$ cat src/rtl/ms_timer_param.sv
// rtl/ms_timer_param.sv - BCD minutes:seconds countdown timer with prescaler, preset sanitising and hold/wrap at zero
module ms_timer_param #(
  parameter int MIN_DIGITS = 2,
  parameter int TICK_DIV   = 1,
  parameter bit WRAP       = 1'b0
) (
  input  logic                        clk,
  input  logic                        clear,
  input  logic                        load,
  input  logic                        enab,
  input  logic [4*(MIN_DIGITS+2)-1:0] numero,
  output logic [4*(MIN_DIGITS+2)-1:0] numero_saida,
  output logic                        zero_saida,
  output logic                        tc_saida,
  output logic                        done_saida
);

  localparam int D  = MIN_DIGITS + 2;
  localparam int PW = (TICK_DIV > 1) ? $clog2(TICK_DIV) : 1;
  localparam logic [PW-1:0] PRE_TERM = PW'(TICK_DIV - 1);

  logic [D-1:0][3:0] digit;
  logic [D-1:0][3:0] dec;
  logic [D-1:0][3:0] sane;
  logic [D-1:0][3:0] maxv;
  logic [D:0]        borrow;
  logic [PW-1:0]     pre;
  logic              terminal;
  logic              tick;
  logic              dec_zero;

  // Ripple-borrow decrement: a digit only moves when every lower digit is 0.
  always_comb begin
    dec    = '0;
    sane   = '0;
    maxv   = '0;
    borrow = '0;
    borrow[0] = 1'b1;
    for (int i = 0; i < D; i++) begin
      maxv[i] = (i == 1) ? 4'd5 : 4'd9;
      sane[i] = (numero[4*i +: 4] > maxv[i]) ? maxv[i] : numero[4*i +: 4];
      if (borrow[i]) begin
        if (digit[i] == 4'd0) begin
          dec[i]      = maxv[i];
          borrow[i+1] = 1'b1;
        end else begin
          dec[i]      = digit[i] - 4'd1;
          borrow[i+1] = 1'b0;
        end
      end else begin
        dec[i]      = digit[i];
        borrow[i+1] = 1'b0;
      end
    end
  end

  assign dec_zero     = (dec == '0);
  assign zero_saida   = (digit == '0);
  assign terminal     = (pre == PRE_TERM);
  assign tick         = enab & terminal;
  assign tc_saida     = zero_saida & tick;
  assign numero_saida = digit;

  always_ff @(posedge clk or negedge clear) begin
    if (!clear) begin
      digit      <= '0;
      pre        <= '0;
      done_saida <= 1'b0;
    end else if (!load) begin
      digit      <= sane;
      pre        <= '0;
      done_saida <= 1'b0;
    end else begin
      done_saida <= 1'b0;
      if (enab) begin
        if (terminal) begin
          pre <= '0;
          if (!zero_saida) begin
            digit      <= dec;
            done_saida <= dec_zero;
          end else if (WRAP) begin
            digit <= maxv;
          end
        end else begin
          pre <= pre + PW'(1);
        end
      end
    end
  end

endmodule

$ cat config.mk
export PLATFORM = sky130hd
export DESIGN_NAME = ms_timer_param
export DESIGN_NICKNAME = d
export VERILOG_FILES = /design/src/rtl/ms_timer_param.sv
export SDC_FILE = /design/constraint.sdc
export NUM_CORES = 1
export LEC_CHECK = 0
export BUFFER_PORTS_ARGS = -buffer_cell sky130_fd_sc_hd__buf_2
export CAP_MARGIN = 20
export CORE_MARGIN = 2
export CORE_UTILIZATION = 40
export DETAILED_ROUTE_END_ITERATION = 10
export GPL_ROUTABILITY_DRIVEN = 0
export GPL_TIMING_DRIVEN = 0
export HOLD_SLACK_MARGIN = 0.02
export PLACE_DENSITY_LB_ADDON = 0.2
export SLEW_MARGIN = 20
export SYNTH_ARGS = -nofsm -noshare
export SYNTH_HDL_FRONTEND = slang
export SYNTH_SLANG_ARGS = --single-unit
export TNS_END_PERCENT = 20
$ cat constraint.sdc
create_clock -name clk -period 5.62 [get_ports clk]
set_input_delay 0 -clock clk [delete_from_list [all_inputs] [get_ports clk]]
set_output_delay 0 -clock clk [all_outputs]
set_load 0.01 [all_outputs]
# Word-level counts from Yosys, hierarchy flattened
# Index checks and enable logic that the tools add are counted.
[classes]
n_addsub = 5
n_lt_le_gt_ge = 4
n_eq_ne = 3
n_mux = 27
n_bitwise = 3
n_reduce_logical = 7
[op_table]
columns = ["op", "n"]
rows = [
  ["two-way mux 16 bit", 4],
  ["two-way mux 4 bit", 11],
  ["logical NOT 16 bit", 2],
  ["logical NOT 4 bit", 4],
  ["subtractor 4 x 1 -> 4 bit, second input constant", 4],
  ["> comparator 4 bit, second input constant", 3],
  ["two-way mux 1 bit", 12],
  ["> comparator 4 x 3 -> 1 bit, second input constant", 1],
  ["inequality test 2 bit, second input constant", 2],
  ["AND reduction 3 bit", 1],
  ["bitwise AND 1 bit", 2],
  ["inequality test 2 x 1 -> 1 bit, second input constant", 1],
  ["adder 1 bit, second input constant", 1],
  ["NOT 1 bit", 1],
]
[word_totals]
ff_bits = 18
elab_cells = 55

# Logic depth before layout (Yosys ltp)
# Gate-level depths: netlist of the first run.
[depth]
depth_word = 10
depth_mapped = 6
ltp_nobuf = 4

# Worst setup path after synthesis of the first run
# OpenSTA, ideal clock, no wires.
[synth_path]
path_kind = "flip-flop to flip-flop"
from = "register digit (netlist bit numero_saida[2])"
to = "register digit (netlist bit numero_saida[13])"
setup_time_ns = 0.082
arrival_ns = 2.218
required_time_ns = 5.538
setup_slack_ns = 3.320
stages_incl_launch_ff = 7
n_path_buf = 2
synth_period_minus_slack_ns = 2.300
path_cell_list = "dfrtp_1 -> buf_6 -> or4_4 -> buf_6 -> or4_4 -> a2111o_1 -> a31oi_1"
[synth_via]
elab_chain_len = 9
[synth_lines]
columns = ["item", "line_no", "text"]
rows = [
  ["start: declaration", "22", "logic [D-1:0][3:0] digit;"],
  ["start signal: assignment", "70", "digit <= sane;"],
  ["start signal: assignment", "82", "digit <= maxv;"],
  ["logical NOT 4 bit", "43", "if (digit[i] == 4'd0) begin"],
  ["two-way mux 1 bit", "43", ""],
  ["two-way mux 1 bit (2 in series)", "42", "if (borrow[i]) begin"],
  ["two-way mux 4 bit", "42", ""],
  ["two-way mux 16 bit", "78", "if (!zero_saida) begin"],
  ["two-way mux 16 bit", "76", "if (terminal) begin"],
  ["two-way mux 16 bit", "75", "if (enab) begin"],
  ["two-way mux 16 bit", "69", "end else if (!load) begin"],
]
# Parallel ways exist; a longest one is shown, timed or not. The select of a mux whose other input is x is not followed.
# A chain may end at the register's enable or synchronous reset.

# Worst setup path after layout of the first run
[layout_path]
from = "register digit (netlist bit numero_saida[5])"
to = "register digit (netlist bit numero_saida[0])"
[layout_via]
elab_chain_len = 3
[layout_lines]
columns = ["item", "line_no", "text"]
rows = [
  ["logical NOT 16 bit", "58", "assign zero_saida = (digit == '0);"],
  ["inequality test 2 bit (no line)", "-", ""],
  ["AND reduction 3 bit (no line)", "-", ""],
]
# Every way passes these cells.

==> results.json, run 1 <==
{
  "global_route_wire_length_before_repair_mm": 5.35,
  "nFillCells": 269,
  "finalCritPeriodShare": 0.526,
  "synthesized_area_fraction_occupied_by_and_or_nand_nor_cells": 0.283,
  "clock_skew_ns": 0.00337,
  "hold_path_class": "in -> reg",
  "post_route_cells_drive_above_1_share": 0.266,
  "grt_antenna_before_repair": 0,
  "crit_arrival_ns": 3.15,
  "design.final.nets": 205,
  "cts_max_path_buffers": 2,
  "clock_latency_late_sink_ns": 0.30,
  "hold-worst-slack_ns": 0.0136,
  "mappedNetlistNets": 151,
  "place_inst": 199,
  "netlist_area_before_placement_sq_um": 1120,
  "port-buffer-count": 37,
  "depth_of_the_most_critical_reg_to_reg_path": 7,
  "route.detailed.wl_per_inst_microns": 15.0,
  "syn_inst": 131,
  "synth_cell_types": 41,
  "postRouteWirelength_mm": 3.22,
  "die_h_microns": 57,
  "drt_first_iter_violations": 29,
  "cts_made_buffers": 3,
  "cp.required_ns": 5.81,
  "vias_per_cell": 5.86,
  "layout.cells.non_filler": 215,
  "floorplan.initialDensity": 0.415,
  "horizontal_die_dimension_microns": 57,
  "syn-mean-instance-area_sq_um": 8.58,
  "setup_violations": 0,
  "cts.root.buffer_cell": "sky130_fd_sc_hd__clkbuf_4",
  "post_cts.resized_instances": 0,
  "detailedPlacementHpwl_mm": 2.23,
  "synth.yosys.seq_area_share": 0.379,
  "post_dp_cell_area_sq_um": 1350,
  "timing.hold.worst_path_depth": 3,
  "clock_sinks": 17,
  "post-route-drc-count": 0,
  "grt_start_max_net_pins": 18,
  "postCtsSetupBuffers": 0,
  "std_cell_rows": 19,
  "number_of_global_route_vias_before_repair": 1210,
  "maxSlewViolCount": 0,
  "synth_top_cells_by_area": "sky130_fd_sc_hd__dfrtp_1, sky130_fd_sc_hd__nor2_1, sky130_fd_sc_hd__o211ai_1",
  "area_delta_synth_final_pct": 33.0,
  "via_count": 1259,
  "slew_hr": 0.655,
  "yosys_warnings": 0,
  "cts.htree.levels": 1,
  "end_kind": "register",
  "yosys.area_share.adder": 0,
  "hold_buffers": 12,
  "complex_gate_fraction_of_the_synthesized_area": 0.255,
  "clk_pin_slew_ns": 0.11,
  "die_area_sq_um": 3250,
  "cts_tree": "done",
  "drtPass1Iterations": 4,
  "core_area_sq_um": 2710,
  "grt_overflow_total": 0,
  "rsz0062_at_grt": "no",
  "crit_fanout": 10,
  "timing.setup.critical_path_class": "reg -> reg",
  "post-synth-top-area-cell": "sky130_fd_sc_hd__dfrtp_1",
  "status": "completed",
  "final.min_clock_period_ns": 2.96,
  "route.antenna.remaining_nets": 0,
  "power_density_nw_per_um2": 198,
  "post_synth_mux_area_share": 0.0100,
  "design.portCount": 39,
  "cellLeakagePower_uw": 0.000637,
  "synth_top_family_by_area": "simple AND/OR/NAND/NOR gates",
  "final_area_sq_um": 1490,
  "synthXorXnorAreaFrac": 0,
  "grt.total_usage": 0.211,
  "achievable-frequency_mhz": 338,
  "share_of_the_synthesized_area_in_the_top_cell_type": 0.379,
  "peakVddDrop_mv": 0.118,
  "finalSetupTns_ns": 0,
  "synth_seq_cells": 17,
  "kind_of_launch_point_of_the_worst_setup_path": "register",
  "max_slew.worst_pin.slew_ns": 0.518,
  "antenna-diode-count": 0,
  "maxCapViolCount": 0,
  "report.final.hold_viol_count": 0
}
-- cell families (layout without fill, tap and decap cells) --
logic type / count (synthesis) / count (layout)
AND/OR/NAND/NOR: 54 / 54
AO/OA/AOI/OAI: 41 / 41
buffers and inverters: 18 / 71
flip-flops: 17 / 17
multiplexers: 1 / 1
-- final cells by class --
class,instances,area (sq um),share of cell area
buffer,9,48.8,0.0327
tap,31,38.8,0.0260
clock buffer,4,26.3,0.0176
sequential,17,425,0.285
timing repair buffer,49,305,0.204
multi-input combinational,96,616,0.412
inverter,9,33.8,0.0226
-- stage by stage --
| stage | setup slack (ns) | utilization | total power, uW |
|---|---|---|---|
| final | 2.66 | 0.551 | 296 |
| after detailed placement | 3.20 | 0.497 | 220 |
| after CTS | 2.73 | 0.551 | 296 |
| after global routing | 2.45 | 0.551 | 314 |
| after global placement | 3.24 | 0.497 | 219 |
| after floorplan | 3.32 | - | 189 |
-- layout by cell type, fill, tap and decap left out, drive strengths merged --
cell,Yosys,layout
o22ai,1,1
nor4,5,5
a31oi,5,5
o31ai,1,1
and3,1,1
or3b,2,2
a311o,1,1
nand2b,1,1
inv,9,9
o21a,1,1
nand2,5,5
nand4,1,1
nor2,14,14
o311a,1,1
o211ai,6,6
or4,7,7
nor4b,3,3
nand4b,1,1
a2111oi,1,1
a2111o,1,1
o221ai,1,1
nor3,4,4
or3,5,5
or2,2,2
a21o,2,2
a211oi,1,1
dfrtp,17,17
o311ai,2,2
nand3b,2,2
mux2,1,1
nand3,1,1
a32oi,1,1
a22o,2,2
o21ai,9,9
buf,2,39
clkbuf,7,11
dlygate4sd3,0,12
a21oi,4,4
a211o,1,1
-- cells in the mapped netlist, drive strengths merged --
| cell type | instances |
|---|---|
| a311o | 1 |
| o211ai | 6 |
| o21a | 1 |
| nor3 | 4 |
| a2111oi | 1 |
| or2 | 2 |
| nand4 | 1 |
| clkbuf | 7 |
| nor4 | 5 |
| a211o | 1 |
| o21ai | 9 |
| dfrtp | 17 |
| nand2 | 5 |
| a211oi | 1 |
| a21o | 2 |
| a22o | 2 |
| and3 | 1 |
| or4 | 7 |
| nand3 | 1 |
| nand2b | 1 |
| o311ai | 2 |
| nor4b | 3 |
| a32oi | 1 |
| or3 | 5 |
| inv | 9 |
| mux2 | 1 |
| buf | 2 |
| a2111o | 1 |
| o221ai | 1 |
| nor2 | 14 |
| nand4b | 1 |
| or3b | 2 |
| o22ai | 1 |
| o311a | 1 |
| a21oi | 4 |
| nand3b | 2 |
| o31ai | 1 |
| a31oi | 5 |
-- where the power goes --
group          internal (uW)  total (uW)  switching (uW)
logic                   38.3        80.4            42.1
clock network           27.6        70.4            42.8
registers                132         145            12.6
-- worst max-delay path: stages (launching register included) --
cell                            delay (ns)
sky130_fd_sc_hd__dfrtp_1              0.43
sky130_fd_sc_hd__or4_1                0.52
sky130_fd_sc_hd__clkbuf_1             0.20
sky130_fd_sc_hd__nor4_1               0.44
sky130_fd_sc_hd__clkbuf_1             0.41
sky130_fd_sc_hd__a21o_1               0.18
sky130_fd_sc_hd__a32oi_1              0.08
sky130_fd_sc_hd__dlygate4sd3_1        0.59
-- routing by layer --
| layer | share of wire | up-vias | track usage |
|---|---|---|---|
| met1 | 0.44 | 594 | 0.274 |
| li1 | - | 614 | - |
| met5 | 0 | - | 0 |
| met3 | 0.065 | 4 | 0.0272 |
| met2 | 0.48 | 47 | 0.345 |
| met4 | 0.014 | 0 | 0.110 |
-- registers in the layout (all words and copies together) (netlist names) --
register and flops:
numero_saida 16, done_saida 1
-- path summary, 6_finish.rpt --
kind / start / to / slack, ns
setup / recovery: numero_saida[5]$_DFFE_PN0P_ / numero_saida[0]$_DFFE_PN0P_ / 2.66
setup reg to reg: numero_saida[5]$_DFFE_PN0P_ / numero_saida[0]$_DFFE_PN0P_ / 2.66
min in group asynchronous: clear / numero_saida[5]$_DFFE_PN0P_ / 0.14
hold / removal: numero[10] / numero_saida[10]$_DFFE_PN0P_ / 0.01
max in group asynchronous: clear / numero_saida[0]$_DFFE_PN0P_ / 5.19
hold reg to reg: numero_saida[15]$_DFFE_PN0P_ / numero_saida[15]$_DFFE_PN0P_ / 0.59
Note: power is estimated with default switching activity, not from simulation.
==> run 2: changes to the inputs <==
Clock period 5.62 ns to 2.5 ns, I/O delays scaled along.
==> results.json, run 2 (synthesis results as in run 1) <==
{
  "status": "completed",
  "floorplan.initialDensity": 0.415,
  "cellLeakagePower_uw": 0.000642,
  "hold-path-endpoint": "numero_saida[10]$_DFFE_PN0P_",
  "global_route_wire_length_before_repair_mm": 5.40,
  "commonest_non_fill_non_tap_cell_in_the_layout": "sky130_fd_sc_hd__buf_2",
  "power_density_nw_per_um2": 441,
  "postRouteWirelength_mm": 3.28,
  "drtPass1Iterations": 4,
  "regToRegStartpoint": "numero_saida[9]$_DFFE_PN0P_",
  "clk_pin_slew_ns": 0.11,
  "route.antenna.remaining_nets": 0,
  "core_area_sq_um": 2710,
  "mostFrequentLayoutCells": "sky130_fd_sc_hd__buf_2, sky130_fd_sc_hd__dfrtp_1, sky130_fd_sc_hd__nor2_1",
  "finalCritPeriodShare": 0.975,
  "grt_antenna_before_repair": 0,
  "grt.total_usage": 0.213,
  "final.min_clock_period_ns": 2.44,
  "end_kind": "primary output",
  "final_area_sq_um": 1500,
  "drt_first_iter_violations": 25,
  "clock_sinks": 17,
  "grt_overflow_total": 0,
  "internal_reg_to_reg_setup_slack_ns": 0.18,
  "via_count": 1239,
  "achievable-frequency_mhz": 410,
  "die_area_sq_um": 3250,
  "hold_path_class": "in -> reg",
  "cts.htree.levels": 1,
  "setup_violations": 0,
  "report.final.hold_viol_count": 0,
  "area_delta_synth_final_pct": 33.5,
  "rr_endpoint": "numero_saida[13]$_DFFE_PN0P_",
  "depth_of_the_most_critical_reg_to_reg_path": 5,
  "design.final.nets": 204,
  "cts_max_path_buffers": 2,
  "slew_hr": 0.653,
  "timing.setup.critical_path_class": "reg -> out",
  "vias_per_cell": 5.79,
  "timing.hold.worst.start": "numero[10]",
  "kind_of_launch_point_of_the_worst_setup_path": "register",
  "peakVddDrop_mv": 0.266,
  "max_slew.worst_pin.slew_ns": 0.520,
  "design.portCount": 39,
  "timing.hold.worst_path_depth": 3,
  "die_h_microns": 57,
  "detailedPlacementHpwl_mm": 2.23,
  "totalPowerFinal_uw": 662,
  "maxSlewViolCount": 0,
  "rsz0062_at_grt": "yes",
  "largest_reg_flops": 16,
  "cp.required_ns": 2.50,
  "std_cell_rows": 19,
  "antenna-diode-count": 0,
  "cts.root.buffer_cell": "sky130_fd_sc_hd__clkbuf_4",
  "cts_made_buffers": 3,
  "clock_latency_late_sink_ns": 0.29,
  "crit_arrival_ns": 2.44,
  "post_dp_cell_area_sq_um": 1350,
  "port-buffer-count": 37,
  "cts_tree": "done",
  "clock_skew_ns": 0.00185,
  "grt_start_max_net_pins": 18,
  "route.detailed.wl_per_inst_microns": 15.3,
  "crit_fanout": 10,
  "number_of_global_route_vias_before_repair": 1218,
  "horizontal_die_dimension_microns": 57,
  "maxCapViolCount": 0,
  "post-route-drc-count": 0,
  "post_route_cells_drive_above_1_share": 0.295
}
-- run 2: cell count changes in the layout (fill, tap and decap cells not counted) --
cell	previous run	this run
sky130_fd_sc_hd__nor4_2	0	1
sky130_fd_sc_hd__buf_4	0	2
sky130_fd_sc_hd__clkbuf_1	8	6
sky130_fd_sc_hd__nor4_1	5	4
sky130_fd_sc_hd__buf_6	2	1
sky130_fd_sc_hd__or4_4	2	3
sky130_fd_sc_hd__or3_4	0	1
sky130_fd_sc_hd__dlygate4sd3_1	12	11
sky130_fd_sc_hd__or4_1	5	4
sky130_fd_sc_hd__clkbuf_2	0	1
sky130_fd_sc_hd__or3_1	5	4
-- run 2: area by class of cell --
class                           instances  area [sq um]
Buffer                                  7          35.0
Tap cell                               31          38.8
Sequential cell                        17           425
Fill cell                             275          1210
Timing Repair Buffer                   50           310
Multi-Input combinational cell         96           631
Clock buffer                            4          26.3
Inverter                                9          33.8
-- run 2: layer usage --
layer	GRT usage	up-vias	part of all wire	routed length [microns]
met2	0.351	37	0.49	1610
met5	0	-	0	0
met1	0.273	586	0.46	1520
li1	-	612	-	-
met3	0.0272	4	0.033	108
met4	0.110	0	0.012	40
-- run 2: critical path, cell delays in order, from the launching register on --
cell                      delay, ns
sky130_fd_sc_hd__dfrtp_1       0.41
sky130_fd_sc_hd__buf_6         0.14
sky130_fd_sc_hd__or4_4         0.55
sky130_fd_sc_hd__or3_4         0.41
sky130_fd_sc_hd__or4_1         0.41
sky130_fd_sc_hd__nor2_1        0.09
sky130_fd_sc_hd__buf_2         0.13
-- run 2: stage by stage --
| stage | util | setup TNS (ns) | cells | hold WS (ns) | worst slack, ns |
|---|---|---|---|---|---|
| after global routing | 0.554 | -0.00873 | 214 | 0.0213 | -0.00873 |
| after global placement | 0.497 | 0 | 199 | -0.0558 | 0.124 |
| after CTS | 0.549 | 0 | 213 | 0.0202 | 0.00433 |
| after detailed placement | 0.497 | 0 | 199 | -0.0423 | 0.0818 |
| final | 0.554 | 0 | 214 | 0.0147 | 0.0618 |
| after floorplan | - | 0 | 131 | -0.296 | 0.200 |
-- run 2: power breakdown --
group	internal [uW]	switching (uW)
combinational	82.7	95.3
clock	62.1	94.9
sequential	297	29.4
-- run 2: worst max-delay path by stage --
stage,cells past startpoint,end,startpoint
after CTS,7,tc_saida,numero_saida[2]$_DFFE_PN0P_
after detailed placement,6,numero_saida[5]$_DFFE_PN0P_,numero_saida[5]$_DFFE_PN0P_
after global routing,6,tc_saida,numero_saida[2]$_DFFE_PN0P_
after global placement,6,numero_saida[5]$_DFFE_PN0P_,numero_saida[5]$_DFFE_PN0P_
after floorplan,6,numero_saida[13]$_DFFE_PN0P_,numero_saida[2]$_DFFE_PN0P_
final,6,tc_saida,numero_saida[2]$_DFFE_PN0P_
-- run 2: repair_timing --
action | 4_1_cts | 5_1_grt
endpoints found under the hold margin | 27 | 0
pin swaps | 1 | 2
setup endpoints to repair | 1 | 9
gates resized for setup | 2 | 3
hold buffers | 11 | 0
buffers inserted | 0 | 2
==> run 3: changes to the inputs <==
Settings changed: PLACE_DENSITY set to 0.69, PLACE_DENSITY_LB_ADDON 0.2 to unset.
==> results.json, run 3 (synthesis results as in run 1) <==
{
  "status": "completed",
  "clock_sinks": 17,
  "cp.required_ns": 2.50,
  "crit_arrival_ns": 2.41,
  "std_cell_rows": 19,
  "floorplan.initialDensity": 0.415,
  "number_of_global_route_vias_before_repair": 1146,
  "hold_path_class": "in -> reg",
  "finalCritPeriodShare": 0.966,
  "max_slew.worst_pin.slew_ns": 0.517,
  "cellLeakagePower_uw": 0.000663,
  "peakVddDrop_mv": 0.306,
  "power_density_nw_per_um2": 433,
  "cts_tree": "done",
  "post_dp_cell_area_sq_um": 1350,
  "kind_of_launch_point_of_the_worst_setup_path": "register",
  "maxSlewViolCount": 0,
  "clock_skew_ns": 0.00253,
  "antenna-diode-count": 0,
  "post_route_cells_drive_above_1_share": 0.303,
  "end_kind": "primary output",
  "finalSetupTns_ns": 0,
  "grt_overflow_total": 0,
  "commonest_non_fill_non_tap_cell_in_the_layout": "sky130_fd_sc_hd__buf_2",
  "mostFrequentLayoutCells": "sky130_fd_sc_hd__buf_2, sky130_fd_sc_hd__dfrtp_1, sky130_fd_sc_hd__nor2_1, sky130_fd_sc_hd__dlygate4sd3_1, sky130_fd_sc_hd__inv_1",
  "area_delta_synth_final_pct": 37.0,
  "achievable-frequency_mhz": 414,
  "maxCapViolCount": 0,
  "drt_first_iter_violations": 59,
  "report.final.hold_viol_count": 0,
  "design.final.nets": 209,
  "core_area_sq_um": 2710,
  "clock_latency_late_sink_ns": 0.29,
  "grt_antenna_before_repair": 0,
  "grt_start_max_net_pins": 18,
  "die_area_sq_um": 3250,
  "cts_max_path_buffers": 2,
  "drtPass1Iterations": 4,
  "route.antenna.remaining_nets": 0,
  "setup_violations": 0,
  "cts_made_buffers": 3,
  "timing.setup.critical_path_class": "reg -> out",
  "via_count": 1269,
  "detailedPlacementHpwl_mm": 2.17,
  "internal_reg_to_reg_setup_slack_ns": 0.10,
  "die_h_microns": 57,
  "grt.total_usage": 0.204,
  "final_area_sq_um": 1540,
  "horizontal_die_dimension_microns": 57,
  "cts.htree.levels": 1,
  "route.detailed.wl_per_inst_microns": 14.7,
  "crit_fanout": 6,
  "largest_reg_flops": 16,
  "cts.root.buffer_cell": "sky130_fd_sc_hd__clkbuf_4",
  "slew_hr": 0.655,
  "rsz0062_at_grt": "no",
  "design.portCount": 39,
  "post-route-drc-count": 0,
  "postRouteWirelength_mm": 3.22,
  "clk_pin_slew_ns": 0.10,
  "totalPowerFinal_uw": 667,
  "vias_per_cell": 5.79,
  "port-buffer-count": 37,
  "final.min_clock_period_ns": 2.41,
  "global_route_wire_length_before_repair_mm": 5.25
}
[run 3: worst max-delay path, stage by stage (launching register included)]
cell and delay [ns]:
sky130_fd_sc_hd__dfrtp_1 0.40, sky130_fd_sc_hd__buf_6 0.13, sky130_fd_sc_hd__or4_4 0.55, sky130_fd_sc_hd__or3_4 0.39, sky130_fd_sc_hd__or4_4 0.42, sky130_fd_sc_hd__nor2_2 0.09
sky130_fd_sc_hd__buf_2 0.13
[run 3: path summary, 6_finish.rpt]
check / cells after the start / from / to
min in group asynchronous: 2 / clear / numero_saida[6]$_DFFE_PN0P_
setup reg to reg: 6 / numero_saida[2]$_DFFE_PN0P_ / numero_saida[13]$_DFFE_PN0P_
hold reg to reg: 2 / numero_saida[4]$_DFFE_PN0P_ / numero_saida[4]$_DFFE_PN0P_
hold / removal: 3 / numero[5] / numero_saida[4]$_DFFE_PN0P_
setup / recovery: 6 / numero_saida[2]$_DFFE_PN0P_ / tc_saida
max in group asynchronous: 2 / clear / numero_saida[12]$_DFFE_PN0P_
[run 3: final cells by class]
class | count | area (sq um)
inverters | 9 | 33.8
multi-input cells | 96 | 631
fillers | 267 | 1170
repair buffers | 55 | 350
well taps | 31 | 38.8
plain buffers | 7 | 33.8
flip-flops and latches | 17 | 425
clock buffers | 4 | 26.3
[run 3: repair_timing]
action | 4_1_cts | 5_1_grt
pin swaps | 4 | 5
hold buffers | 12 | 1
setup buffers | 1 | 4
setup endpoints to repair | 1 | 1
resized for setup | 2 | 3
endpoints found under the hold margin | 27 | 1
[run 3: stage by stage]
step / instances / utilization / hold WS, ns / setup WS [ns]
after floorplan: 131 / - / -0.296 / 0.200
after global placement: 199 / 0.497 / -0.0548 / 0.141
after detailed placement: 199 / 0.497 / -0.0466 / 0.166
after CTS: 214 / 0.552 / 0.0250 / 0.0195
after global routing: 219 / 0.568 / 0.0307 / 0.00314
final: 219 / 0.568 / 0.0258 / 0.0859
[run 3: power by group]
part           internal (uW)  switching [uW]  total [uW]  leakage [uW]
logic                   90.9            95.6         187      0.000443
clock network           62.1            91.4         154     0.0000150
registers                297            29.6         327      0.000206
total                    450             217         667      0.000663
[run 3: layer usage]
layer  vias up  GRT usage  wire length, microns
met5         -          0                     0
met4         0     0.0565                    31
met3         5     0.0340                   183
met2        51      0.320                  1480
met1       597      0.292                  1520
li1        616          -                     -
